File: src/rtl/point_cloud_loader_if.sv
// Point-stream handshake bundle between the host stream endpoints and point_cloud_loader.
// master = host side (drives s_*, m_ready); slave = loader side.
interface point_cloud_loader_if #(
  parameter int unsigned N = 16
);
  logic         s_valid;
  logic         s_ready;
  logic [N-1:0] s_x;
  logic [N-1:0] s_y;
  logic [N-1:0] s_z;
  logic         s_last;
  logic         m_valid;
  logic         m_ready;
  logic [N-1:0] m_x;
  logic [N-1:0] m_y;
  logic [N-1:0] m_z;

  modport master (
    output s_valid, s_x, s_y, s_z, s_last, m_ready,
    input  s_ready, m_valid, m_x, m_y, m_z
  );

  modport slave (
    input  s_valid, s_x, s_y, s_z, s_last, m_ready,
    output s_ready, m_valid, m_x, m_y, m_z
  );
endinterface

File: src/rtl/point_cloud_loader.sv
// Host-side loader for the BRAM point-cloud filter engine: packs points, starts the engine,
// polls for completion and streams the result back. Optional DROP_OUTLIERS_EN hides zeroed points.
module point_cloud_loader #(
  parameter int unsigned N             = 16,
  parameter int unsigned BUS_SIZE      = 32,
  parameter int unsigned MAX_POINTS    = 65536,
  parameter int unsigned POLL_INTERVAL = 16
) (
  input  logic                clock,
  input  logic                reset,
  point_cloud_loader_if.slave strm,
  output logic                unload_done,
  output logic                busy,
  output logic [31:0]         addr_x,
  output logic [31:0]         addr_y,
  output logic [31:0]         addr_z,
  output logic [BUS_SIZE-1:0] write_in_x,
  output logic [BUS_SIZE-1:0] write_in_y,
  output logic [BUS_SIZE-1:0] write_in_z,
  input  logic [BUS_SIZE-1:0] read_out_x,
  input  logic [BUS_SIZE-1:0] read_out_y,
  input  logic [BUS_SIZE-1:0] read_out_z,
  output logic                en_x,
  output logic                en_y,
  output logic                en_z,
  output logic [3:0]          we_x,
  output logic [3:0]          we_y,
  output logic [3:0]          we_z
);

  localparam int unsigned PollW = (POLL_INTERVAL > 1) ? $clog2(POLL_INTERVAL) : 1;
  localparam logic [BUS_SIZE-1:0] DoneMarker = BUS_SIZE'(32'h0000_0fff);

  typedef enum logic [3:0] {
    StIdle, StLoad, StFlush, StHdrA, StHdrB, StWait,
    StRdA, StRdB, StLo, StHi, StClear
  } state_e;

  state_e              state_q, state_d;
  logic [31:0]         count_q, count_d;
  logic                half_q, half_d;
  logic [N-1:0]        hx_q, hx_d, hy_q, hy_d, hz_q, hz_d;
  logic [PollW-1:0]    poll_q, poll_d;
  logic [1:0]          chk_q, chk_d;
  logic [31:0]         word_q, word_d;
  logic [31:0]         idx_q, idx_d;
  logic [BUS_SIZE-1:0] bx_q, bx_d, by_q, by_d, bz_q, bz_d;

  logic [31:0]         addr_x_q, addr_x_d, addr_y_q, addr_y_d, addr_z_q, addr_z_d;
  logic [BUS_SIZE-1:0] wr_x_q, wr_x_d, wr_y_q, wr_y_d, wr_z_q, wr_z_d;
  logic                en_x_q, en_x_d, en_y_q, en_y_d, en_z_q, en_z_d;
  logic [3:0]          we_x_q, we_x_d, we_y_q, we_y_d, we_z_q, we_z_d;

  logic [N-1:0] pt_x, pt_y, pt_z;
  logic         in_pres, m_valid_int, xfer, last_pt;

  assign in_pres = (state_q == StLo) || (state_q == StHi);
  assign pt_x    = (state_q == StHi) ? bx_q[2*N-1:N] : bx_q[N-1:0];
  assign pt_y    = (state_q == StHi) ? by_q[2*N-1:N] : by_q[N-1:0];
  assign pt_z    = (state_q == StHi) ? bz_q[2*N-1:N] : bz_q[N-1:0];
  assign last_pt = (idx_q == count_q - 32'd1);

`ifdef DROP_OUTLIERS_EN
  logic pt_zero;
  assign pt_zero     = (pt_x == '0) && (pt_y == '0) && (pt_z == '0);
  assign m_valid_int = in_pres && !pt_zero;
  // Zeroed outliers are retired in one cycle without waiting for the sink.
  assign xfer        = in_pres && (pt_zero || strm.m_ready);
`else
  assign m_valid_int = in_pres;
  assign xfer        = in_pres && strm.m_ready;
`endif

  assign strm.s_ready = (state_q == StIdle) || (state_q == StLoad);
  assign strm.m_valid = m_valid_int;
  assign strm.m_x     = pt_x;
  assign strm.m_y     = pt_y;
  assign strm.m_z     = pt_z;
  assign busy         = (state_q != StIdle);
  assign unload_done  = (state_q == StClear);

  assign addr_x     = addr_x_q;
  assign addr_y     = addr_y_q;
  assign addr_z     = addr_z_q;
  assign write_in_x = wr_x_q;
  assign write_in_y = wr_y_q;
  assign write_in_z = wr_z_q;
  assign en_x       = en_x_q;
  assign en_y       = en_y_q;
  assign en_z       = en_z_q;
  assign we_x       = we_x_q;
  assign we_y       = we_y_q;
  assign we_z       = we_z_q;

  always_comb begin
    state_d  = state_q;
    count_d  = count_q;
    half_d   = half_q;
    hx_d     = hx_q;
    hy_d     = hy_q;
    hz_d     = hz_q;
    poll_d   = poll_q;
    chk_d    = chk_q;
    word_d   = word_q;
    idx_d    = idx_q;
    bx_d     = bx_q;
    by_d     = by_q;
    bz_d     = bz_q;
    addr_x_d = '0;
    addr_y_d = '0;
    addr_z_d = '0;
    wr_x_d   = '0;
    wr_y_d   = '0;
    wr_z_d   = '0;
    en_x_d   = 1'b0;
    en_y_d   = 1'b0;
    en_z_d   = 1'b0;
    we_x_d   = 4'h0;
    we_y_d   = 4'h0;
    we_z_d   = 4'h0;

    unique case (state_q)
      StIdle: begin
        if (strm.s_valid) begin
          hx_d    = strm.s_x;
          hy_d    = strm.s_y;
          hz_d    = strm.s_z;
          half_d  = 1'b1;
          count_d = 32'd1;
          state_d = (strm.s_last || (32'(MAX_POINTS) <= 32'd1)) ? StFlush : StLoad;
        end
      end
      StLoad: begin
        if (strm.s_valid) begin
          count_d = count_q + 32'd1;
          if (half_q) begin
            en_x_d   = 1'b1;
            en_y_d   = 1'b1;
            en_z_d   = 1'b1;
            we_x_d   = 4'hf;
            we_y_d   = 4'hf;
            we_z_d   = 4'hf;
            addr_x_d = 32'd1 + {1'b0, count_q[31:1]};
            addr_y_d = 32'd1 + {1'b0, count_q[31:1]};
            addr_z_d = 32'd1 + {1'b0, count_q[31:1]};
            wr_x_d   = BUS_SIZE'({strm.s_x, hx_q});
            wr_y_d   = BUS_SIZE'({strm.s_y, hy_q});
            wr_z_d   = BUS_SIZE'({strm.s_z, hz_q});
            half_d   = 1'b0;
          end else begin
            hx_d   = strm.s_x;
            hy_d   = strm.s_y;
            hz_d   = strm.s_z;
            half_d = 1'b1;
          end
          if (strm.s_last || (count_d == 32'(MAX_POINTS))) state_d = StFlush;
        end
      end
      StFlush: begin
        // Odd count leaves one point parked in the low-half registers.
        if (half_q) begin
          en_x_d   = 1'b1;
          en_y_d   = 1'b1;
          en_z_d   = 1'b1;
          we_x_d   = 4'hf;
          we_y_d   = 4'hf;
          we_z_d   = 4'hf;
          addr_x_d = 32'd1 + {1'b0, count_q[31:1]};
          addr_y_d = 32'd1 + {1'b0, count_q[31:1]};
          addr_z_d = 32'd1 + {1'b0, count_q[31:1]};
          wr_x_d   = BUS_SIZE'({{N{1'b0}}, hx_q});
          wr_y_d   = BUS_SIZE'({{N{1'b0}}, hy_q});
          wr_z_d   = BUS_SIZE'({{N{1'b0}}, hz_q});
          half_d   = 1'b0;
        end
        state_d = StHdrA;
      end
      StHdrA: begin
        en_x_d  = 1'b1;
        we_x_d  = 4'hf;
        wr_x_d  = BUS_SIZE'(count_q);
        en_z_d  = 1'b1;
        we_z_d  = 4'hf;
        state_d = StHdrB;
      end
      StHdrB: begin
        en_y_d  = 1'b1;
        we_y_d  = 4'hf;
        wr_y_d  = BUS_SIZE'(32'd1);
        poll_d  = '0;
        chk_d   = 2'b00;
        state_d = StWait;
      end
      StWait: begin
        // chk_q[1] marks the cycle in which the polled z[0] word is on read_out_z.
        chk_d = {chk_q[0], 1'b0};
        if (poll_q == PollW'(POLL_INTERVAL - 1)) begin
          poll_d   = '0;
          en_z_d   = 1'b1;
          chk_d[0] = 1'b1;
        end else begin
          poll_d = poll_q + 1'b1;
        end
        if (chk_q[1] && (read_out_z == DoneMarker)) begin
          en_x_d   = 1'b1;
          en_y_d   = 1'b1;
          en_z_d   = 1'b1;
          addr_x_d = 32'd1;
          addr_y_d = 32'd1;
          addr_z_d = 32'd1;
          word_d   = 32'd1;
          idx_d    = '0;
          chk_d    = 2'b00;
          state_d  = StRdA;
        end
      end
      StRdA: state_d = StRdB;
      StRdB: begin
        bx_d    = read_out_x;
        by_d    = read_out_y;
        bz_d    = read_out_z;
        state_d = StLo;
      end
      StLo, StHi: begin
        if (xfer) begin
          idx_d = idx_q + 32'd1;
          if (last_pt) begin
            en_y_d  = 1'b1;
            en_z_d  = 1'b1;
            we_y_d  = 4'hf;
            we_z_d  = 4'hf;
            state_d = StClear;
          end else if (state_q == StLo) begin
            state_d = StHi;
          end else begin
            en_x_d   = 1'b1;
            en_y_d   = 1'b1;
            en_z_d   = 1'b1;
            addr_x_d = word_q + 32'd1;
            addr_y_d = word_q + 32'd1;
            addr_z_d = word_q + 32'd1;
            word_d   = word_q + 32'd1;
            state_d  = StRdA;
          end
        end
      end
      StClear: begin
        count_d = '0;
        state_d = StIdle;
      end
      default: state_d = StIdle;
    endcase
  end

  always_ff @(posedge clock or posedge reset) begin
    if (reset) begin
      state_q  <= StIdle;
      count_q  <= '0;
      half_q   <= 1'b0;
      hx_q     <= '0;
      hy_q     <= '0;
      hz_q     <= '0;
      poll_q   <= '0;
      chk_q    <= '0;
      word_q   <= '0;
      idx_q    <= '0;
      bx_q     <= '0;
      by_q     <= '0;
      bz_q     <= '0;
      addr_x_q <= '0;
      addr_y_q <= '0;
      addr_z_q <= '0;
      wr_x_q   <= '0;
      wr_y_q   <= '0;
      wr_z_q   <= '0;
      en_x_q   <= 1'b0;
      en_y_q   <= 1'b0;
      en_z_q   <= 1'b0;
      we_x_q   <= 4'h0;
      we_y_q   <= 4'h0;
      we_z_q   <= 4'h0;
    end else begin
      state_q  <= state_d;
      count_q  <= count_d;
      half_q   <= half_d;
      hx_q     <= hx_d;
      hy_q     <= hy_d;
      hz_q     <= hz_d;
      poll_q   <= poll_d;
      chk_q    <= chk_d;
      word_q   <= word_d;
      idx_q    <= idx_d;
      bx_q     <= bx_d;
      by_q     <= by_d;
      bz_q     <= bz_d;
      addr_x_q <= addr_x_d;
      addr_y_q <= addr_y_d;
      addr_z_q <= addr_z_d;
      wr_x_q   <= wr_x_d;
      wr_y_q   <= wr_y_d;
      wr_z_q   <= wr_z_d;
      en_x_q   <= en_x_d;
      en_y_q   <= en_y_d;
      en_z_q   <= en_z_d;
      we_x_q   <= we_x_d;
      we_y_q   <= we_y_d;
      we_z_q   <= we_z_d;
    end
  end

endmodule

File: src/flat_wrapper.sv
// flat-port wrapper written by rule: the top's interface ports become plain ports
module point_cloud_loader_flat 
#(
  parameter int unsigned N             = 16,
  parameter int unsigned BUS_SIZE      = 32,
  parameter int unsigned MAX_POINTS    = 65536,
  parameter int unsigned POLL_INTERVAL = 16
)
  (clock, reset, unload_done, busy, addr_x, addr_y, addr_z, write_in_x, write_in_y, write_in_z, read_out_x, read_out_y, read_out_z, en_x, en_y, en_z, we_x, we_y, we_z, strm_s_valid, strm_s_x, strm_s_y, strm_s_z, strm_s_last, strm_m_ready, strm_s_ready, strm_m_valid, strm_m_x, strm_m_y, strm_m_z);
  point_cloud_loader_if #(.N(N)) strm_i ();
  input  logic clock;
  input  logic reset;
  output logic unload_done;
  output logic busy;
  output logic [31:0] addr_x;
  output logic [31:0] addr_y;
  output logic [31:0] addr_z;
  output logic [BUS_SIZE-1:0] write_in_x;
  output logic [BUS_SIZE-1:0] write_in_y;
  output logic [BUS_SIZE-1:0] write_in_z;
  input  logic [BUS_SIZE-1:0] read_out_x;
  input  logic [BUS_SIZE-1:0] read_out_y;
  input  logic [BUS_SIZE-1:0] read_out_z;
  output logic en_x;
  output logic en_y;
  output logic en_z;
  output logic [3:0] we_x;
  output logic [3:0] we_y;
  output logic [3:0] we_z;
  input wire logic [$bits(strm_i.s_valid)-1:0] strm_s_valid;
  input wire logic [$bits(strm_i.s_x)-1:0] strm_s_x;
  input wire logic [$bits(strm_i.s_y)-1:0] strm_s_y;
  input wire logic [$bits(strm_i.s_z)-1:0] strm_s_z;
  input wire logic [$bits(strm_i.s_last)-1:0] strm_s_last;
  input wire logic [$bits(strm_i.m_ready)-1:0] strm_m_ready;
  output wire logic [$bits(strm_i.s_ready)-1:0] strm_s_ready;
  output wire logic [$bits(strm_i.m_valid)-1:0] strm_m_valid;
  output wire logic [$bits(strm_i.m_x)-1:0] strm_m_x;
  output wire logic [$bits(strm_i.m_y)-1:0] strm_m_y;
  output wire logic [$bits(strm_i.m_z)-1:0] strm_m_z;
  assign strm_i.s_valid = strm_s_valid;
  assign strm_i.s_x = strm_s_x;
  assign strm_i.s_y = strm_s_y;
  assign strm_i.s_z = strm_s_z;
  assign strm_i.s_last = strm_s_last;
  assign strm_i.m_ready = strm_m_ready;
  assign strm_s_ready = strm_i.s_ready;
  assign strm_m_valid = strm_i.m_valid;
  assign strm_m_x = strm_i.m_x;
  assign strm_m_y = strm_i.m_y;
  assign strm_m_z = strm_i.m_z;
  point_cloud_loader #(.N(N), .BUS_SIZE(BUS_SIZE), .MAX_POINTS(MAX_POINTS), .POLL_INTERVAL(POLL_INTERVAL)) u_core (.clock(clock), .reset(reset), .strm(strm_i), .unload_done(unload_done), .busy(busy), .addr_x(addr_x), .addr_y(addr_y), .addr_z(addr_z), .write_in_x(write_in_x), .write_in_y(write_in_y), .write_in_z(write_in_z), .read_out_x(read_out_x), .read_out_y(read_out_y), .read_out_z(read_out_z), .en_x(en_x), .en_y(en_y), .en_z(en_z), .we_x(we_x), .we_y(we_y), .we_z(we_z));
endmodule
File: config.mk
export PLATFORM = sky130hd
export DESIGN_NAME = point_cloud_loader_flat
export DESIGN_NICKNAME = d
export VERILOG_FILES = /design/src/rtl/point_cloud_loader_if.sv /design/src/rtl/point_cloud_loader.sv /design/src/flat_wrapper.sv
export SDC_FILE = /design/constraint.sdc
export NUM_CORES = 1
export LEC_CHECK = 0
export BUFFER_PORTS_ARGS = -buffer_cell sky130_fd_sc_hd__buf_2
export CAP_MARGIN = 20
export CORE_ASPECT_RATIO = 0.7
export CORE_MARGIN = 2
export CORE_UTILIZATION = 36
export CTS_CLUSTER_SIZE = 12
export DETAILED_ROUTE_END_ITERATION = 10
export PLACE_DENSITY = 0.62
export SYNTH_ARGS = -nofsm -noshare
export SYNTH_HDL_FRONTEND = slang
export SYNTH_SLANG_ARGS = --single-unit
export TNS_END_PERCENT = 20
File: constraint.sdc
create_clock -name clock -period 15.5 [get_ports clock]
set_input_delay 1.55 -clock clock [delete_from_list [all_inputs] [get_ports clock]]
set_output_delay 1.55 -clock clock [all_outputs]
set_load 0.05 [all_outputs]
==> flow_metrics.env <==
export IMPL_maxCapViolations=0
export IMPL_fin_setup_tns_ns=0
export IMPL_syn_avg_cell_area_um2=10.7
export IMPL_viasPerCell=5.38
export IMPL_die_w_um=279
export IMPL_die_area_mm2=0.0547
export IMPL_wl_per_cell_um=20.8
export IMPL_hold_viol=0
export IMPL_ys_seq_area_share_pct=50.7
export IMPL_seq_area_mm2=0.00963
export IMPL_place_ws_ns=10.53
export IMPL_grt_pass1_vias=14100
export IMPL_p_sw_share_pct=40.5
export IMPL_cts_made_buffers=42
export IMPL_crit_path_end_kind="flip-flop"
export IMPL_core_area_mm2=0.0522
export IMPL_yosysTopAreaCellShare_pct=50.7
export IMPL_totalPowerFinal_mw=3.92
export IMPL_post_cts_buffers=0
export IMPL_finalCritPeriodShare_pct=32.2
export IMPL_drc_errors=0
export IMPL_synth_edf_count=0
export IMPL_synth_cells=1773
export IMPL_dp_cells=2693
export IMPL_p_comb_share_pct=38.6
export IMPL_power_frac_seq_pct=36.8
export IMPL_via_count=14900
export IMPL_holdWs_ns=0.471
export IMPL_antenna_found_initial=5
export IMPL_worstMarginPinSlew_ns=1.09
export IMPL_drt_initial_drc_count=1366
export IMPL_cts_sinks=385
export IMPL_clk_latency_ns=0.59
export IMPL_critical_path_arrival_ns=5.44
export IMPL_syn_to_final_growth_pct=18.0
export IMPL_grt_first_pass_wirelength_um=87200
export IMPL_rsz0062_at_grt="false"
export IMPL_synth_nets=1929
export IMPL_timing_rr_end="u_core.word_q[4]"
export IMPL_gp_congestion=0.926
export IMPL_track_usage_pct=20.5
export IMPL_overflow=0
export IMPL_ys_seq_elements=385
export IMPL_synthTopCellsByArea="dfrtp_1, mux2_2, buf_4"
export IMPL_num_rows=70
export IMPL_rr_startpoint="u_core.count_q[2]"
export IMPL_drv_slew=0
export IMPL_cp_start_kind="flip-flop"
export IMPL_cts_tree="yes"
export IMPL_worstPathRequired_ns=15.94
export IMPL_synth_most_common_cell="dfrtp_1"
export IMPL_start_util_pct=36.4
export IMPL_hold_path_depth=1
export IMPL_finalNonFillerCells=2763
export IMPL_max_freq_mhz=200
export IMPL_cts_resized=0
export IMPL_rrSetupSlack_ns=10.51
export IMPL_fillCellCount=4980
export IMPL_layout_drive_gt1_share_pct=34.1
export IMPL_clockBufferDepth=3
export IMPL_boundaryPins=408
export IMPL_worstSetupPathType="reg -> reg"
export IMPL_place_area_mm2=0.0211
export IMPL_slew_headroom_pct=27.3
export IMPL_reg2reg_depth=11
export IMPL_async_flop_share_pct=100
export IMPL_io_buffers=407
export IMPL_syn_area_mm2=0.0190
export IMPL_p_int_mw=2.33
export IMPL_powerDensity_mw_per_mm2=175
export IMPL_fin_crit_ns=4.99
export IMPL_routed_wl_um=57400
export IMPL_yosysWarnings=0
export IMPL_antenna_left=0
export IMPL_irDropWorstVdd_uv=107
export IMPL_switchingPower_mw=1.59
export IMPL_root_buffer="clkbuf_16"
export IMPL_p_leak_nw=10.7
export IMPL_holdCritPathClass="reg -> reg"
export IMPL_p_clk_share_pct=24.6
export IMPL_die_y_um=196
export IMPL_multi_input_area_mm2=0.00829
export IMPL_synth_top_area_cell="dfrtp_1"
export IMPL_setup_viol=0
export IMPL_worstHoldStart="u_core.hz_q[15]"
export IMPL_clk_pin_slew_ns=0.07
export IMPL_status="complete, no violations"
export IMPL_synth_cell_type_count=71
export IMPL_htreeDepth=2
export IMPL_final_cell_area_mm2=0.0224
export IMPL_utilization_pct=42.9
export IMPL_dp_hpwl_um=41200
export IMPL_dr_pass1_iters=6
export IMPL_fin_skew_ns=0.0419
export IMPL_critPathMaxFanout=54
export IMPL_grt_max_degree=136
export IMPL_synth_flop_cell="dfrtp_1"
export IMPL_fin_nets=2211
export IMPL_synth_top_cells_by_count="dfrtp_1, mux2_2, nand2_1"
export IMPL_holdBufCountCts=0
export IMPL_min_to="u_core.write_in_z[15]"
export IMPL_fin_ws_ns=10.51
## registers in the layout, indices dropped and copies added, names as in the netlist, 32 cells and up
signal,flops
u_core.idx_q,32
u_core.by_q,32
u_core.write_in_x,32
u_core.write_in_z,32
u_core.addr_x,32
u_core.write_in_y,32
u_core.word_q,32
u_core.bz_q,32
u_core.bx_q,32
u_core.count_q,32
## logic make-up (layout without fill, tap and decap cells)
kind of cell,Yosys count,in the layout,share of synthesized area [%]
AOI/OAI and AO/OA,280,280,9.90
xor gates and xnor gates,125,125,5.76
adders and majority gates,7,7,0.461
buffers and inverters,219,521,5.93
DFF,385,385,50.7
muxes,203,203,12.0
other,0,4,0
and+or+nand+nor,554,554,15.3
## area by class of cell
cell class,count,area share [%]
timing repair buffer,435,10.1
sequential,385,43.0
antenna,4,0.0447
multi-input combinational,1169,37.0
clock buffer,56,5.15
clock inverter,8,0.525
inverter,22,0.402
tap,684,3.82
## layout by cell type, fill, tap and decap left out, drive strengths merged, types with 18 or more instances in the layout
cell type and instances:
o22ai 37, xnor2 61, a21oi 32, mux2 194, nor3 32, nor4 18, nand2 124, and3 53
clkbuf 57, o21ai 81, nand3 71, inv 25, o31ai 24, nor2 104, buf 434, dfrtp 385
or4 18, and2 47, a22o 33, nand4 36, xor2 64
## critical path: stages (launching register included)
cell       delay [ns]
dfrtp_1          0.54
inv_1            0.22
ha_1             0.23
nor4b_4          0.49
nand4_1          0.52
or4_4            0.68
a2111oi_4        0.37
nand4_2          0.17
or4_1            0.72
nand3_4          0.58
o211ai_1         0.20
o31ai_1          0.11
## worst max path at each step
stage	start	cells past startpoint	endpoint	slack, ns
after floorplan	reset	1	u_core.addr_x[0]	3.25
after global placement	read_out_z[12]	10	u_core.idx_q[22]	10.57
after detailed placement	read_out_z[12]	11	u_core.idx_q[24]	10.53
after CTS	u_core.count_q[2]	11	u_core.word_q[4]	10.57
after global routing	u_core.count_q[2]	11	u_core.word_q[4]	10.24
final	u_core.count_q[2]	11	u_core.word_q[4]	10.51
## metal layers
metal	vias to the layer above	global-route usage (%)	share of wire, %
li1	6797	-	-
met1	7336	29.9	45
met2	627	29.7	43
met3	107	5.14	8.9
met4	0	6.63	3.0
met5	-	0	0
## power by group through the flow
stage          Combinational [mW]  Clock, mW  Sequential (mW)
5_1_grt                      1.60       1.03             1.47
3_3_place_gp                 1.49          0             1.44
6_report                     1.51      0.965             1.44
4_1_cts                      1.51      0.989             1.44
3_5_place_dp                 1.51          0             1.46
2_1_floorplan                1.03          0             1.56
No activity file was read; power rests on OpenSTA's default activity.
